File: src/rtl/apb_gpio_pkg.sv
// Shared constants and types for the GPIO input-conditioning path.
package apb_gpio_pkg;

    localparam int SYNC_STAGES_DEF = 2;
    localparam int CNT_WIDTH_DEF   = 8;

    // Edge pair for a single GPIO bit.
    typedef struct packed {
        logic rise;
        logic fall;
    } edge_t;

    // Classify the transition between the current and next filtered value.
    function automatic edge_t edge_detect(input logic cur, input logic nxt);
        edge_t e;
        e.rise = nxt & ~cur;
        e.fall = ~nxt & cur;
        return e;
    endfunction

endpackage

File: src/rtl/apb_gpio_infilter_bit.sv
// One GPIO bit: synchroniser chain, stable-for-N glitch filter and edge flops.
// The filter counts consecutive synced samples that disagree with the current
// output; the output only follows once the count reaches the threshold.
// The threshold comparison is ">=" so lowering it mid-count cannot strand a
// counter above the new limit, and the counter never wraps.
module apb_gpio_infilter_bit
    import apb_gpio_pkg::*;
#(
    parameter int SYNC_STAGES = SYNC_STAGES_DEF,
    parameter int CNT_WIDTH   = CNT_WIDTH_DEF
) (
    input  logic                 PCLK,
    input  logic                 PRESET,
    input  logic                 pad,
    input  logic                 filt_en,
    input  logic [CNT_WIDTH-1:0] thresh,     // Neff-1, already clamped by the top
    output logic                 gpio,
    output logic                 rise,
    output logic                 fall,
    output logic                 edge_any    // next-cycle rise|fall, for change_o
);

    localparam logic [CNT_WIDTH-1:0] CNT_ONE = {{(CNT_WIDTH-1){1'b0}}, 1'b1};

    logic [SYNC_STAGES-1:0] sync_r;
    logic [CNT_WIDTH-1:0]   cnt_r;
    logic [CNT_WIDTH-1:0]   cnt_nxt_s;
    logic                   gpio_r;
    logic                   gpio_nxt_s;
    logic                   sync_s;
    edge_t                  edge_r;
    edge_t                  edge_nxt_s;

    assign sync_s = sync_r[SYNC_STAGES-1];

    // Filter decision: bypass, agree, accept after threshold, or keep counting.
    always_comb begin
        gpio_nxt_s = gpio_r;
        cnt_nxt_s  = cnt_r;
        if (!filt_en) begin
            gpio_nxt_s = sync_s;
            cnt_nxt_s  = '0;
        end else if (sync_s == gpio_r) begin
            cnt_nxt_s  = '0;
        end else if (cnt_r >= thresh) begin
            gpio_nxt_s = sync_s;
            cnt_nxt_s  = '0;
        end else begin
            cnt_nxt_s  = cnt_r + CNT_ONE;
        end
        edge_nxt_s = edge_detect(gpio_r, gpio_nxt_s);
    end

    // Synchroniser, counter, filtered value and edge pulses share one clock edge.
    always_ff @(posedge PCLK or posedge PRESET) begin
        if (PRESET) begin
            sync_r <= '0;
            cnt_r  <= '0;
            gpio_r <= 1'b0;
            edge_r <= '0;
        end else begin
            sync_r <= {sync_r[SYNC_STAGES-2:0], pad};
            cnt_r  <= cnt_nxt_s;
            gpio_r <= gpio_nxt_s;
            edge_r <= edge_nxt_s;
        end
    end

    assign gpio     = gpio_r;
    assign rise     = edge_r.rise;
    assign fall     = edge_r.fall;
    assign edge_any = edge_nxt_s.rise | edge_nxt_s.fall;

endmodule

File: src/rtl/apb_gpio_infilter.sv
// Input conditioning in front of apb_gpio: per-bit sync + glitch filter,
// with registered rise/fall pulses and a combined change flag.
// SYNC_STAGES must lie in 2..4.
module apb_gpio_infilter
    import apb_gpio_pkg::*;
#(
    parameter int PDATA_SIZE  = 8,
    parameter int SYNC_STAGES = SYNC_STAGES_DEF,
    parameter int CNT_WIDTH   = CNT_WIDTH_DEF
) (
    input  logic                  PCLK,
    input  logic                  PRESET,
    input  logic [PDATA_SIZE-1:0] pad_i,
    input  logic [PDATA_SIZE-1:0] filt_en,
    input  logic [CNT_WIDTH-1:0]  filt_len,
    output logic [PDATA_SIZE-1:0] gpio_i,
    output logic [PDATA_SIZE-1:0] rise_o,
    output logic [PDATA_SIZE-1:0] fall_o,
    output logic                  change_o
);

    localparam logic [CNT_WIDTH-1:0] CNT_ONE = {{(CNT_WIDTH-1){1'b0}}, 1'b1};

    logic [CNT_WIDTH-1:0]  thresh_s;
    logic [PDATA_SIZE-1:0] edge_any_s;
    logic                  change_r;

    // Shared threshold Neff-1, with a length of 0 behaving like 1.
    always_comb begin
        if (filt_len == '0) begin
            thresh_s = '0;
        end else begin
            thresh_s = filt_len - CNT_ONE;
        end
    end

    for (genvar b = 0; b < PDATA_SIZE; b++) begin : g_bit
        apb_gpio_infilter_bit #(
            .SYNC_STAGES (SYNC_STAGES),
            .CNT_WIDTH   (CNT_WIDTH)
        ) u_bit (
            .PCLK     (PCLK),
            .PRESET   (PRESET),
            .pad      (pad_i[b]),
            .filt_en  (filt_en[b]),
            .thresh   (thresh_s),
            .gpio     (gpio_i[b]),
            .rise     (rise_o[b]),
            .fall     (fall_o[b]),
            .edge_any (edge_any_s[b])
        );
    end

    // change_o registered on the same edge as the per-bit pulses.
    always_ff @(posedge PCLK or posedge PRESET) begin
        if (PRESET) begin
            change_r <= 1'b0;
        end else begin
            change_r <= |edge_any_s;
        end
    end

    assign change_o = change_r;

endmodule
File: config.mk
export PLATFORM = sky130hd
export DESIGN_NAME = apb_gpio_infilter
export DESIGN_NICKNAME = d
export VERILOG_FILES = /design/src/rtl/apb_gpio_pkg.sv /design/src/rtl/apb_gpio_infilter_bit.sv /design/src/rtl/apb_gpio_infilter.sv
export SDC_FILE = /design/constraint.sdc
export NUM_CORES = 1
export LEC_CHECK = 0
export CAP_MARGIN = 30
export CORE_MARGIN = 3
export CORE_UTILIZATION = 60
export CTS_BUF_LIST = sky130_fd_sc_hd__clkbuf_8
export CTS_CLUSTER_SIZE = 12
export DETAILED_ROUTE_END_ITERATION = 8
export PLACE_DENSITY = 0.82
export SYNTH_ARGS = -nofsm -noshare
export SYNTH_HDL_FRONTEND = slang
export SYNTH_SLANG_ARGS = --single-unit
File: constraint.sdc
create_clock -name PCLK -period 6.4 [get_ports PCLK]
set_clock_uncertainty 0.05 [all_clocks]
set_input_delay 0.96 -clock PCLK [delete_from_list [all_inputs] [get_ports PCLK]]
set_output_delay 0.96 -clock PCLK [all_outputs]
set_load 0.01 [all_outputs]
==> impl_metrics.env <==
export IMPL_status="completed"
export IMPL_diodes=0
export IMPL_ys_ff_latch=105
export IMPL_nFillCells=708
export IMPL_cts_max_path_buffers=2
export IMPL_syn_to_final_growth_pct=12.1
export IMPL_synth_edf_count=0
export IMPL_wl_per_cell_um=16.4
export IMPL_switching_share=0.268
export IMPL_dpl_instance_area_sq_um=6670
export IMPL_drt_initial_drc_count=166
export IMPL_syn_nets=686
export IMPL_fin_crit_sh=0.752
export IMPL_antenna_found_initial=0
export IMPL_vias=4331
export IMPL_avgViaCountPerCell=5.77
export IMPL_powerDensity_nw_per_um2=203
export IMPL_crit_type="input port to flop"
export IMPL_cts_sinks=105
export IMPL_crit_fanout=8
export IMPL_fin_area_sq_um=6890
export IMPL_fin_tns_setup_ns=0
export IMPL_cp_end_kind="flop"
export IMPL_synth_xor_area_share=0.0841
export IMPL_synth_fa_ha_area_frac=0.181
export IMPL_drv_slew=0
export IMPL_yosys_top_cells_area="dfrtp_1 (43%), ha_1 (18%), xor2_1 (7.0%), nand3_1 (3.7%), nor3_1 (3.0%)"
export IMPL_hpwl_mm=9.06
export IMPL_drive_gt1_frac=0.0454
export IMPL_ant_nets=0
export IMPL_die_y_um=107
export IMPL_pwr_share_seq=0.516
export IMPL_core_area_sq_um=9860
export IMPL_start_util=0.623
export IMPL_muxShareOfSynthArea=0.0120
export IMPL_root_buffer="clkbuf_8"
export IMPL_drcViolationCount=0
export IMPL_yosys_cell_types_count=37
export IMPL_overflow=0
export IMPL_final_hold_viol_count=0
export IMPL_leakage_nw=3.39
export IMPL_cp_data_arrival_time_ns=5.04
export IMPL_hold_path_class="flop to flop"
export IMPL_cpMostUsedCell="ha_1"
export IMPL_cp_cell_sequence="clkdlybuf4s50_1, inv_1, ha_1, nor2b_1, nand3b_1, or3_1, nand2_1, ha_1, and4_2, a2111oi_2, o31ai_1, mux2_2, ha_1, nand4_1, or2_2"
export IMPL_pin_count=51
export IMPL_synth_compound_area_share=0.0841
export IMPL_async_reset_ff_frac=1.00
export IMPL_pwr_share_comb=0.160
export IMPL_ys_flop_type="dfrtp_1"
export IMPL_first_global_vias=4555
export IMPL_num_rows=36
export IMPL_power_switching_uw=375
export IMPL_htreeDepth=3
export IMPL_post_cts_resized=0
export IMPL_cts_buffers=9
export IMPL_synth_cells=571
export IMPL_drt_first_pass_iters=4
export IMPL_wirelength_mm=12.3
export IMPL_grt_pass1_wl_mm=21.1
export IMPL_cts_tree="built"
export IMPL_portBuffers=50
export IMPL_synth_simple_gate_area_frac=0.167
export IMPL_p_int_mw=1.03
export IMPL_finalWorstSetupSlack_ns=1.59
export IMPL_synth_area_sq_um=6150
export IMPL_grt_usage=0.234
export IMPL_fmax_mhz=208
export IMPL_avgSynthCellArea_sq_um=10.8
export IMPL_pre_cts_slack_ns=1.20
export IMPL_seq_area_frac_synth=0.428
export IMPL_clockPowerShare=0.324
export IMPL_cp_start_kind="input port"
export IMPL_place_gp_congestion=0.846
export IMPL_layout_nets=727
export IMPL_slew_headroom=0.325
export IMPL_rsz0062_at_grt="no"
export IMPL_clkTransAtPathRegs_ns=0.10
export IMPL_synthTopCellsByCount="dfrtp_1 (105), ha_1 (89), xor2_1 (49), nand3_1 (45), nor3_1 (37)"
export IMPL_synth_top_area_share=0.428
export IMPL_fin_crit_ns=4.81
export IMPL_synth_area_leader_cell="dfrtp_1"
export IMPL_post_cts_buffers=0
export IMPL_grt_start_max_net_pins=54
export IMPL_fp_dieW_um=107
export IMPL_ys_warn_count=0
export IMPL_worstMarginPinSlew_ns=0.996
export IMPL_crit_slowest_cell="nand2_1"
export IMPL_p_total_mw=1.40
export IMPL_vdd_drop_max_mv=0.208
export IMPL_clock_latency_ns=0.38
export IMPL_slowest_delay_ns=0.45
export IMPL_die_area_sq_um=11500
export IMPL_drv_cap=0
export IMPL_finalSetupViolCount=0
export IMPL_required_ns=6.63
export IMPL_synth_top_family_by_area="adder cells"
export IMPL_holdBufCountCts=0
export IMPL_yosysMostFrequentCell="dfrtp_1"
==> layer usage <==
layer,global-route usage,share of wire,vias to the layer above
met5,0,0,-
met3,0.0542,0.040,16
met4,0.0740,0.015,0
met2,0.391,0.49,86
met1,0.301,0.45,2119
li1,-,-,2110
==> area by class of cell <==
| class | instances | area, sq um | share of cell area |
|---|---|---|---|
| multi-input cells | 418 | 3250 | 0.472 |
| flip-flops and latches | 105 | 2630 | 0.382 |
| repair buffers | 54 | 531 | 0.0770 |
| well taps | 133 | 166 | 0.0242 |
| clock buffers | 10 | 138 | 0.0200 |
| inverters | 24 | 92.6 | 0.0134 |
| clock inverters | 6 | 83.8 | 0.0122 |
==> path summary, 6_finish.rpt <==
kind / slack [ns] / cells after the start / startpoint / endpoint
setup / recovery: 1.59 / 15 / filt_len[0] / change_o
hold / removal: 0.29 / 0 / g_bit[4].u_bit.sync_r[0] / g_bit[4].u_bit.sync_r[1]
setup reg to reg: 3.51 / 9 / g_bit[1].u_bit.cnt_r[0] / change_o
hold reg to reg: 0.29 / 0 / g_bit[4].u_bit.sync_r[0] / g_bit[4].u_bit.sync_r[1]
max in group asynchronous: 4.23 / 3 / PRESET / g_bit[7].u_bit.fall
min in group asynchronous: 0.97 / 2 / PRESET / g_bit[2].u_bit.cnt_r[6]
==> registers in the layout, indices dropped and copies added (netlist names) <==
| register | cells |
|---|---|
| g_bit.u_bit.sync_r | 16 |
| g_bit.u_bit.rise | 8 |
| g_bit.u_bit.gpio | 8 |
| g_bit.u_bit.fall | 8 |
| change_o | 1 |
| g_bit.u_bit.cnt_r | 64 |
==> cell usage in the layout, fill, tap and decap left out, drive strengths merged, types with 4 or more instances in the layout <==
cell type	synthesis	layout
clkdlybuf4s50	0	50
buf	24	4
o31ai	9	9
ha	89	89
a2111oi	6	6
mux2i	4	4
a21o	18	18
nand4	5	5
nor2	29	29
o211a	5	5
and3	26	26
nor3b	6	6
xor2	49	49
inv	24	26
nor2b	8	8
dfrtp	105	105
nand2b	15	15
xnor2	10	10
nand2	19	19
a21oi	6	6
clkbuf	0	10
nor3	37	37
nand3	45	45
o21ai	6	6
o211ai	5	5
a221oi	5	5
==> worst max-delay path: cells and delay by family <==
kind            cells  cell delay (ns)
fa+ha+maj           3             0.79
simple gates        7             1.88
buf+inv             2             0.50
compound gates      2             0.58
mux                 1             0.32
==> power groups by stage <==
stage	Combinational, mW	Sequential, mW	Clock (mW)
floorplan	0.153	0.726	0
global placement	0.216	0.734	0
detailed placement	0.226	0.736	0
CTS	0.227	0.723	0.463
global route	0.254	0.728	0.490
finish	0.225	0.723	0.453
==> cell families after synthesis <==
| family | Yosys count |
|---|---|
| and+or+nand+nor | 197 |
| DFF | 105 |
| adders and majority gates | 89 |
| AOI/OAI and AO/OA | 66 |
| xor gates and xnor gates | 59 |
| buffers and inverters | 48 |
| muxes | 7 |
==> stage by stage <==
stage,hold WS (ns),instances,util
floorplan,0.281,571,-
global placement,0.282,734,0.676
detailed placement,0.287,734,0.676
CTS,0.300,750,0.698
global route,0.307,750,0.698
finish,0.294,750,0.698
No activity file was read; power rests on OpenSTA's default activity.
